`src/rtl/counter_seq_ctrl.sv`:
```
// counter_seq_ctrl: pushbutton-driven sequencer for an external 4-bit counter.
// A press starts a run of LAPS laps, each counting 0..TERM. A later press
// pauses the run, and the press after that resumes it. led toggles at the end
// of every lap.
// Optional feature: define COUNTER_SEQ_CTRL_DEBOUNCE_EN to insert a
// DB_CYCLES-long stability filter between the synchronizer and edge detection.
module counter_seq_ctrl #(
  parameter logic [3:0]  TERM      = 4'd9,
  parameter int unsigned LAPS      = 3,
  parameter int unsigned DB_CYCLES = 16
) (
  input  logic       clk,
  input  logic       rst,
  input  logic       key,
  input  logic [3:0] cnt_value,
  output logic       en,
  output logic       clr,
  output logic       led,
  output logic       busy,
  output logic       done
);

  typedef enum logic [2:0] {
    IDLE  = 3'd0,
    CLEAR = 3'd1,
    RUN   = 3'd2,
    PAUSE = 3'd3,
    DONE  = 3'd4
  } state_t;

  // Lap index of the final lap; the lap counter never goes past it.
  localparam logic [3:0] LAP_LAST = 4'(LAPS - 1);

  logic   s1_r;
  logic   s2_r;
  logic   prev_r;
  logic   level_s;
  logic   press_s;

  state_t state_r;
  state_t state_nxt_s;
  logic [3:0] lap_r;
  logic [3:0] lap_nxt_s;
  logic   led_r;
  logic   led_nxt_s;
  logic   busy_r;
  logic   done_r;
  logic   en_s;
  logic   clr_s;

  // Two-flop synchronizer for the asynchronous pushbutton.
  always_ff @(posedge clk) begin
    if (!rst) begin
      s1_r <= 1'b0;
      s2_r <= 1'b0;
    end else begin
      s1_r <= key;
      s2_r <= s1_r;
    end
  end

`ifdef COUNTER_SEQ_CTRL_DEBOUNCE_EN
  localparam logic [7:0] DB_LAST = 8'(DB_CYCLES - 1);

  logic       db_level_r;
  logic [7:0] db_cnt_r;

  // Debounce: adopt s2 only after it has disagreed for DB_CYCLES straight cycles.
  always_ff @(posedge clk) begin
    if (!rst) begin
      db_level_r <= 1'b0;
      db_cnt_r   <= 8'd0;
    end else if (s2_r != db_level_r) begin
      if (db_cnt_r == DB_LAST) begin
        db_level_r <= s2_r;
        db_cnt_r   <= 8'd0;
      end else begin
        db_level_r <= db_level_r;
        db_cnt_r   <= db_cnt_r + 8'd1;
      end
    end else begin
      db_level_r <= db_level_r;
      db_cnt_r   <= 8'd0;
    end
  end

  assign level_s = db_level_r;
`else
  assign level_s = s2_r;
`endif

  // Previous-level register for rising-edge (press) detection.
  always_ff @(posedge clk) begin
    if (!rst) begin
      prev_r <= 1'b0;
    end else begin
      prev_r <= level_s;
    end
  end

  // A press is the single cycle where the key level has just gone high.
  assign press_s = level_s & ~prev_r;

  // Sequencer state, lap count, lap indicator and status flags.
  always_ff @(posedge clk) begin
    if (!rst) begin
      state_r <= IDLE;
      lap_r   <= 4'd0;
      led_r   <= 1'b0;
      busy_r  <= 1'b0;
      done_r  <= 1'b0;
    end else begin
      state_r <= state_nxt_s;
      lap_r   <= lap_nxt_s;
      led_r   <= led_nxt_s;
      busy_r  <= (state_nxt_s != IDLE);
      done_r  <= (state_nxt_s == DONE);
    end
  end

  // Next-state and counter controls. The terminal cycle is handled before any
  // coincident press, so a lap always closes cleanly before a pause.
  always_comb begin
    state_nxt_s = state_r;
    lap_nxt_s   = lap_r;
    led_nxt_s   = led_r;
    en_s        = 1'b0;
    clr_s       = 1'b0;
    case (state_r)
      IDLE: begin
        if (press_s) begin
          state_nxt_s = CLEAR;
        end else begin
          state_nxt_s = IDLE;
        end
      end
      CLEAR: begin
        clr_s       = 1'b1;
        lap_nxt_s   = 4'd0;
        state_nxt_s = RUN;
      end
      RUN: begin
        if (cnt_value == TERM) begin
          clr_s     = 1'b1;
          led_nxt_s = ~led_r;
          if (lap_r >= LAP_LAST) begin
            lap_nxt_s   = 4'd0;
            state_nxt_s = DONE;
          end else if (press_s) begin
            lap_nxt_s   = lap_r + 4'd1;
            state_nxt_s = PAUSE;
          end else begin
            lap_nxt_s   = lap_r + 4'd1;
            state_nxt_s = RUN;
          end
        end else begin
          // Also covers an out-of-range count: keep counting until it wraps to TERM.
          en_s = 1'b1;
          if (press_s) begin
            state_nxt_s = PAUSE;
          end else begin
            state_nxt_s = RUN;
          end
        end
      end
      PAUSE: begin
        if (press_s) begin
          state_nxt_s = RUN;
        end else begin
          state_nxt_s = PAUSE;
        end
      end
      DONE: begin
        state_nxt_s = IDLE;
      end
      default: begin
        state_nxt_s = IDLE;
        lap_nxt_s   = 4'd0;
      end
    endcase
  end

  assign en   = en_s;
  assign clr  = clr_s;
  assign led  = led_r;
  assign busy = busy_r;
  assign done = done_r;

endmodule

```
`config.mk`:
```
export PLATFORM = sky130hd
export DESIGN_NAME = counter_seq_ctrl
export DESIGN_NICKNAME = d
export VERILOG_FILES = /design/src/rtl/counter_seq_ctrl.sv
export SDC_FILE = /design/constraint.sdc
export NUM_CORES = 1
export LEC_CHECK = 0
export ABC_CLOCK_PERIOD_IN_PS = 1400
export CAP_MARGIN = 5
export CORE_MARGIN = 10
export CORE_UTILIZATION = 42
export CTS_CLUSTER_DIAMETER = 30
export DETAILED_ROUTE_END_ITERATION = 8
export MAX_ROUTING_LAYER = met4
export PLACE_DENSITY = 0.68
export SYNTH_ARGS = -nofsm -noshare
export SYNTH_HDL_FRONTEND = slang
export SYNTH_SLANG_ARGS = --single-unit
```
`constraint.sdc`:
```
create_clock -name clk -period 1.4 [get_ports clk]
set_input_delay 0.28 -clock clk [delete_from_list [all_inputs] [get_ports clk]]
set_output_delay 0.28 -clock clk [all_outputs]
set_load 0.02 [all_outputs]
```
# Yosys cells after proc, flatten, opt, wreduce, memory -nomap -nowiden
# Index checks and enable logic that the tools add are counted.
classes:
  addsub: 1
  mul: 0
  n_div: 0
  order_cmp: 1
  n_eq_ne: 7
  shifts: 0
  muxes: 13
  n_bitwise: 4
  reduce_logical: 5
op_table:
  columns: ["operator", "count"]
  rows:
  - ["$pmux W3 S4", 1]
  - ["$mux W4", 2]
  - ["$pmux W4 S2", 1]
  - ["$eq A3 B2 Y1 const B", 2]
  - ["$eq A3 B3 Y1 const B", 2]
  - ["$mux W1", 6]
  - ["$mux W3", 2]
  - ["$add A4 B1 Y4 const B", 1]
  - ["$eq A4 B4 Y1 const B", 1]
  - ["$ge A4 B2 Y1 const B", 1]
  - ["$reduce_and A2 Y1", 2]
  - ["$eq A3 B1 Y1 const B", 1]
  - ["$logic_not A3 Y1", 1]
  - ["$not A1 Y1", 3]
  - ["$reduce_bool A3 Y1", 1]
  - ["$reduce_or A3 Y1", 1]
  - ["$ne A2 B2 Y1 const B", 1]
  - ["$pmux W1 S2", 1]
  - ["$and A1 B1 Y1", 1]
word_totals:
  ff_bits: 13
  latchBits: 0
  ram_bits: 0
  mem_bits_ro: 0
  in_bits: 7
  output_inout_bits: 5
  word_cells: 39
  mem_count: 0

# Longest topological paths before layout
# Gate-level depths: netlist of the first run.
depth:
  ltp_word: 7
  depth_mapped: 5
  depth_no_buf: 5

# Worst setup path before layout of the first run
# Ideal clock, no wire load.
synth_timing:
  kind: "register to register"
  start: "register lap_r[0]"
  end: "register state_r[0]"
  setup_ns: 0.070
  t_arrival_ns: 1.454
  required_time_ns: 1.330
  slack_ns: -0.124
  stages_incl_launch_ff: 6
  n_path_buf: 0
  period_less_slack_ns: 1.524
  path_cell_list: "dfxtp_1 inv_1 ha_1 or4_4 a311o_1 a21oi_1"
synth_via:
  elab_chain_cells: 4
synth_rtl:
  columns: ["item", "line_no", "text"]
  rows:
  - ["from (decl)", "42", "logic [3:0] lap_r;"]
  - ["from (signal assigned)", "114", "lap_r <= lap_nxt_s;"]
  - ["$ge A4 B2 Y1", "146", "if (lap_r >= LAP_LAST) begin"]
  - ["$mux W3", "146", null]
  - ["$mux W3", "143", "if (cnt_value == TERM) begin"]
  - ["$pmux W3 S4", "129", "case (state_r)"]
  - ["to (signal assigned)", "113", "state_r <= state_nxt_s;"]
  - ["to (decl)", "40", "state_t state_r;"]
# No other way between the ends.
# A chain may end at the register's enable or synchronous reset.

# Worst setup path in the final report of the first run
layout_timing:
  start: "register state_r[1]"
  end: "output en"
layout_via:
  elab_chain_cells: 2
layout_rtl:
  columns: ["item", "line_no", "text"]
  rows:
  - ["$eq A3 B2 Y1", "129", null]
  - ["$mux W1", "129", null]
  - ["to (decl)", "16", "output logic en,"]
# No other way between the ends.

==> flow_metrics.env, run 1 <==
export IMPL_syn_nets=68
export IMPL_core_um2=1280
export IMPL_wl_per_cell_um=13.1
export IMPL_antenna_found_initial=0
export IMPL_drc=0
export IMPL_routed_wl_um=1320
export IMPL_avgSynthCellArea_um2=9.59
export IMPL_violations="setup timing"
export IMPL_grt_setup_unrepaired="yes"
export IMPL_crit_start="state_r[1]"
export IMPL_clock_path_buffers=2
export IMPL_synth_seq_cells=13
export IMPL_fin_crit_sh=1.08
export IMPL_dp_cells=95
export IMPL_regToRegStartpoint="state_r[1]"
export IMPL_drtIter0Drc=7
export IMPL_final_util=0.663
export IMPL_num_vias=511
export IMPL_synthesis_instances=59
export IMPL_run_status="complete, but fails checks"
export IMPL_buffer_ports_inserted=11
export IMPL_fp_dieH_um=56.7
export IMPL_ys_warn_count=0
export IMPL_setup_viol=4
export IMPL_holdWs_ps=440
export IMPL_worstMarginPinSlew_ps=288
export IMPL_hold_viol_final=0
export IMPL_io_pin_count=12
export IMPL_ir_worst_vdd_mv=0.597
export IMPL_fin_worst_skew_ps=6.09
export IMPL_rows=13
export IMPL_power_density_nw_per_um2=802
export IMPL_initial_core_util=0.440
export IMPL_finish_instance_area_um2=852
export IMPL_syn2layout_area_growth_pct=50.7
export IMPL_vias_per_cell=5.06
export IMPL_fmax_mhz=662
export IMPL_final_cell_mix="buf_4 (13), dfxtp_1 (10), nand2_1 (5), dlygate4sd2_1 (5), nand2b_1 (4)"
export IMPL_clockRootBuffer="clkbuf_4"
export IMPL_start_kind="flop"
export IMPL_dp_hpwl_um=987
export IMPL_power_leakage_nw=0.364
export IMPL_place_area_um2=777
export IMPL_drive_above_1_share=0.349
export IMPL_path_max_fanout=4
export IMPL_ff2ff_setup_slack_ps=-90
export IMPL_worst_ep_arrival_time_ps=1230
export IMPL_insertion_delay_ps=270
export IMPL_crit_required_ps=1120
export IMPL_die_area_um2=3210
export IMPL_first_pass_iters=4
export IMPL_syn_area_um2=566
export IMPL_grt_max_degree=10
export IMPL_gp_congestion=0.776
export IMPL_ctsHoldBuffers=0
export IMPL_drv_slew=0
export IMPL_timing_final_ws_setup_ps=-110
export IMPL_gr_total_overflow=0
export IMPL_layout_commonest_cell="buf_4"
export IMPL_endpoint_kind="output pin"
export IMPL_grt_pass1_wl_um=2090
export IMPL_die_x_um=56.7
export IMPL_hp_start="s1_r"
export IMPL_num_antenna_cells=0
export IMPL_clkSinkCount=13
export IMPL_ys_dominant_reg_cell="dfxtp_1"
export IMPL_crit_type="flop to output pin"
export IMPL_period_needed_ps=1510
export IMPL_htreeDepth=1
export IMPL_layout_cells_non_filler=101
export IMPL_drv_cap=0
export IMPL_ys_seq_area_frac=0.460
export IMPL_final_nets=96
export IMPL_min_path_type="flop to flop"
export IMPL_synth_distinct_cells=25
export IMPL_slew_headroom=0.807
export IMPL_synth_edf_count=0
export IMPL_grt_usage=0.0817
export IMPL_synth_async_reset_ratio=0
export IMPL_detail_route_antenna_nets=0
export IMPL_grt_pass1_vias=468
export IMPL_cts_tree="yes"
export IMPL_clk_pin_slew_worst_paths_ps=80
export IMPL_numCtsBuffers=3
-- cells in the mapped netlist, types with 2 or more instances --
| cell type | number | share of area |
|---|---|---|
| inv_1 | 2 | 0.013 |
| and2_1 | 3 | 0.033 |
| mux2i_1 | 3 | 0.053 |
| ha_1 | 2 | 0.044 |
| nor2_1 | 3 | 0.020 |
| nand2_1 | 5 | 0.033 |
| dfxtp_1 | 13 | 0.46 |
| o21ai_0 | 3 | 0.027 |
| a21oi_1 | 3 | 0.027 |
| nand2b_1 | 4 | 0.044 |
| and3_2 | 2 | 0.027 |
| nand3_1 | 3 | 0.027 |
-- flip-flops by register name, indices dropped and copies added, names as in the netlist --
name	cells
lap_r	4
state_r	3
busy	1
done	1
led	1
level_s	1
prev_r	1
s1_r	1
-- layout make-up --
class,count,area [um^2]
fillers,114,433
clock buffers,4,26.3
well taps,15,18.8
flip-flops and latches,13,264
multi-input cells,43,332
inverters,2,7.51
repair buffers,24,204
-- per-stage QoR --
stage	worst slack [ps]	TNS, ps	power (mW)
after floorplan	2.02	0	0.417
after global placement	-685	-3170	0.456
after detailed placement	-701	-3260	0.457
after CTS	-145	-233	0.687
after global routing	-149	-454	0.709
final	-110	-278	0.683
-- worst paths after layout --
check / endpoint / cells after the start
worst min-delay path: level_s / 1
worst max-delay path: en / 3
worst max register to register: led / 5
worst min register to register: level_s / 1
-- report_power, final --
group          total [mW]  switching (mW)  internal, mW
registers           0.380         0.00301         0.377
logic              0.0751          0.0321        0.0431
clock network       0.228           0.118         0.110
-- cells by family after synthesis --
group	share of synthesized area
AND/OR/NAND/NOR	0.325
flip-flops	0.460
AO/OA/AOI/OAI	0.0973
buffers and inverters	0.0199
multiplexers	0.0531
adder cells (fa/ha/maj)	0.0442
-- critical path, stage by stage, from the launching register on --
cell and delay (ps):
dfxtp_2 350, or3b_4 400, nor2_4 90, buf_6 120
-- what timing repair did --
item / CTS / global route
pin swaps: 4 / 3
buffers inserted: 1 / 1
endpoints found under the setup margin: 7 / 4
gates cloned: 0 / 0
gates resized for setup: 27 / 5
-- layer usage --
| layer | vias to the layer above | track usage | part of all wire |
|---|---|---|---|
| met4 | 0 | 0.0412 | 0.0045 |
| met1 | 233 | 0.0881 | 0.45 |
| met2 | 8 | 0.133 | 0.51 |
| met3 | 2 | 0.0225 | 0.038 |
| met5 | - | - | 0 |
| li1 | 268 | - | - |
Note: power is estimated with default switching activity, not from simulation.
==> run 2, diff against run 1 <==
- SLEW_MARGIN: not set -> 20
==> results of run 2 <==
Same layout as run 1: the final DEF is identical, and so are final timing and power.
==> run 3, diff against run 2 <==
- ABC_AREA: not set -> 1
- CORE_UTILIZATION: 42 -> 44
- PLACE_DENSITY: 0.68 -> 0.69
==> run 3 against run 2 <==
  * Via count is 20% higher
  * Worst setup slack better by 150 ps
  * Die area is 6.2% higher
  * Largest power group unchanged
  * Clock power hardly changed
  * Combinational power is 92% higher
  * Critical path depth is 3 higher
  * The flow now finishes without violations
==> flow_metrics.env, run 3 <==
export IMPL_run_status="complete, no violations"
export IMPL_slew_headroom=0.859
export IMPL_layout_commonest_cell="buf_4"
export IMPL_yosys_top_cells_count="nand2_1 (17), inv_1 (15), dfxtp_1 (13), nor2_1 (12), nand2_2 (7)"
export IMPL_die_x_um=58.4
export IMPL_fin_worst_skew_ps=3.24
export IMPL_synth_xor_area_frac=0.0135
export IMPL_clockRootBuffer="clkbuf_4"
export IMPL_path_depth=6
export IMPL_final_nets=129
export IMPL_synthMostInstantiatedCell="nand2_1"
export IMPL_switchingPower_uw=204
export IMPL_ys_warn_count=0
export IMPL_gr_total_overflow=0
export IMPL_finish_instance_area_um2=920
export IMPL_yosys_top_cells_area="dfxtp_1 (40%), nand2_1 (9.8%), inv_1 (8.7%), nor2_1 (6.9%), nand2_2 (6.7%)"
export IMPL_synth_compound_area_share=0.0559
export IMPL_syn_area_um2=649
export IMPL_drive_above_1_share=0.361
export IMPL_worst_ep_arrival_time_ps=1080
export IMPL_busiest_layer="met2"
export IMPL_power_density_nw_per_um2=833
export IMPL_num_antenna_cells=0
export IMPL_pwr_share_clk=0.299
export IMPL_period_needed_ps=1360
export IMPL_timing_final_ws_setup_ps=37.0
export IMPL_crit_slowest_cell="dfxtp_1"
export IMPL_fp_dieH_um=58.4
export IMPL_fill_cells=131
export IMPL_ys_seq_area_frac=0.401
export IMPL_crit_type="flop to output pin"
export IMPL_pre_cts_slack_ps=-582
export IMPL_dp_cells=125
export IMPL_io_pin_count=12
export IMPL_synth_top_area_frac=0.401
export IMPL_largest_reg_flops=4
export IMPL_avgSynthCellArea_um2=7.30
export IMPL_gp_congestion=0.774
export IMPL_p_seq_frac=0.514
export IMPL_synth_seq_cells=13
export IMPL_dp_hpwl_um=1090
export IMPL_antenna_found_initial=0
export IMPL_met1_usage=0.0898
export IMPL_hold_depth=2
export IMPL_drv_slew=0
export IMPL_synthesis_instances=89
export IMPL_core_um2=1350
export IMPL_top_register="lap_r"
export IMPL_max_stage_delay_ps=310
export IMPL_cts_tree="yes"
export IMPL_ys_dominant_reg_cell="dfxtp_1"
export IMPL_grt_pass1_vias=608
export IMPL_syn_nets=98
export IMPL_synth_edf_count=0
export IMPL_critPathBufInv=3
export IMPL_synth_async_reset_ratio=0
export IMPL_p_int_uw=562
export IMPL_drv_cap=0
export IMPL_drtIter0Drc=2
export IMPL_switching_share=0.266
export IMPL_reg2reg_depth=11
export IMPL_final_cell_mix="buf_4 (16), nand2_1 (15), inv_1 (13)"
export IMPL_grt_pass1_wl_um=2400
export IMPL_start_kind="flop"
export IMPL_hold_viol_final=0
export IMPL_final_util=0.681
export IMPL_setup_viol=0
export IMPL_holdWs_ps=426
export IMPL_synth_top_family_by_area="simple AND/OR/NAND/NOR gates"
export IMPL_crit_chain="inv_2 -> nand2_2 -> nor2_4 -> nand2_2 -> inv_2 -> buf_6"
export IMPL_routed_wl_um=1350
export IMPL_synth_fa_ha_area_frac=0.0385
export IMPL_buffer_ports_inserted=11
export IMPL_grt_setup_unrepaired="yes"
export IMPL_insertion_delay_ps=280
export IMPL_worstMarginPinSlew_ps=212
export IMPL_die_area_um2=3410
export IMPL_crit_required_ps=1120
export IMPL_clkSinkCount=13
export IMPL_fin_crit_sh=0.974
export IMPL_detail_route_antenna_nets=0
export IMPL_numCtsBuffers=3
export IMPL_syn2layout_area_growth_pct=41.6
export IMPL_htreeDepth=1
export IMPL_power_leakage_nw=0.470
export IMPL_synth_distinct_cells=22
export IMPL_path_max_fanout=3
export IMPL_ir_worst_vdd_mv=0.899
export IMPL_reg_top3="lap_r x4, state_r x3"
export IMPL_min_path_type="flop to flop"
export IMPL_power_frac_comb=0.187
export IMPL_grt_max_degree=8
export IMPL_use_met3=0.0343
export IMPL_wl_per_cell_um=10.1
export IMPL_cpLargestDelayFamily="flip-flops"
export IMPL_num_vias=614
export IMPL_place_area_um2=853
export IMPL_grt_usage=0.0895
export IMPL_rows=13
export IMPL_synth_mux_area_frac=0
export IMPL_initial_core_util=0.481
export IMPL_yosysTopAreaCell="dfxtp_1"
export IMPL_layout_cells_non_filler=134
export IMPL_clock_path_buffers=2
export IMPL_fmax_mhz=734
export IMPL_yosys_area_share_simple=0.380
export IMPL_grt_met2_usage=0.150
export IMPL_first_pass_iters=2
export IMPL_drc=0
export IMPL_endpoint_kind="output pin"
export IMPL_ff2ff_setup_slack_ps=60
export IMPL_clk_pin_slew_worst_paths_ps=80
export IMPL_vias_per_cell=4.58
==> run 3: path summary, 6_finish.rpt <==
check,start,end
hold / removal,s1_r,level_s
setup reg to reg,state_r[2],lap_r[0]
hold reg to reg,s1_r,level_s
setup / recovery,state_r[2],en
==> run 3: metal layers <==
metal / vias up / share of wire
met3: 4 / 0.045
met4: 0 / 0.014
li1: 331 / -
met2: 10 / 0.51
met5: - / 0
met1: 269 / 0.43
==> run 3: logic make-up (layout without fill, tap and decap cells) <==
kind of cell / after synthesis / count (layout)
DFF: 13 / 13
AOI/OAI and AO/OA: 5 / 5
xor gates and xnor gates: 1 / 1
and+or+nand+nor: 50 / 50
adders and majority gates: 2 / 2
buffers and inverters: 18 / 48
==> run 3: worst register-to-register path, delay by kind of cell (launching register included) <==
family	cells	cell delay [ps]
and+or+nand+nor	7	490
buffers and inverters	4	450
DFF	1	310
==> run 3: power by group through the flow <==
| stage | clock, mW | sequential (mW) | combinational (mW) |
|---|---|---|---|
| floorplan | 0 | 0.405 | 0.0823 |
| global placement | 0 | 0.401 | 0.135 |
| detailed placement | 0 | 0.402 | 0.138 |
| CTS | 0.237 | 0.394 | 0.141 |
| global route | 0.252 | 0.396 | 0.162 |
| finish | 0.229 | 0.394 | 0.144 |
==> run 3: area by class of cell <==
cell class | instances | area [um^2] | area share
well taps | 15 | 18.8 | 0.0204
multi-input cells | 58 | 324 | 0.352
repair buffers | 27 | 224 | 0.244
inverters | 17 | 65.1 | 0.0707
clock buffers | 4 | 26.3 | 0.0286
flip-flops and latches | 13 | 262 | 0.284
==> run 3: timing repair <==
action	CTS	global route
resized for setup	25	0
pin swaps	6	3
hold buffers	0	0
setup buffers	3	2
endpoints found under the setup margin	5	2
==> run 3: metrics by stage <==
step	TNS [ps]	power [mW]
after CTS	-7.72	0.772
after detailed placement	-1990	0.541
final	0	0.766
after global routing	-99.1	0.810
after floorplan	0	0.488
after global placement	-1770	0.537
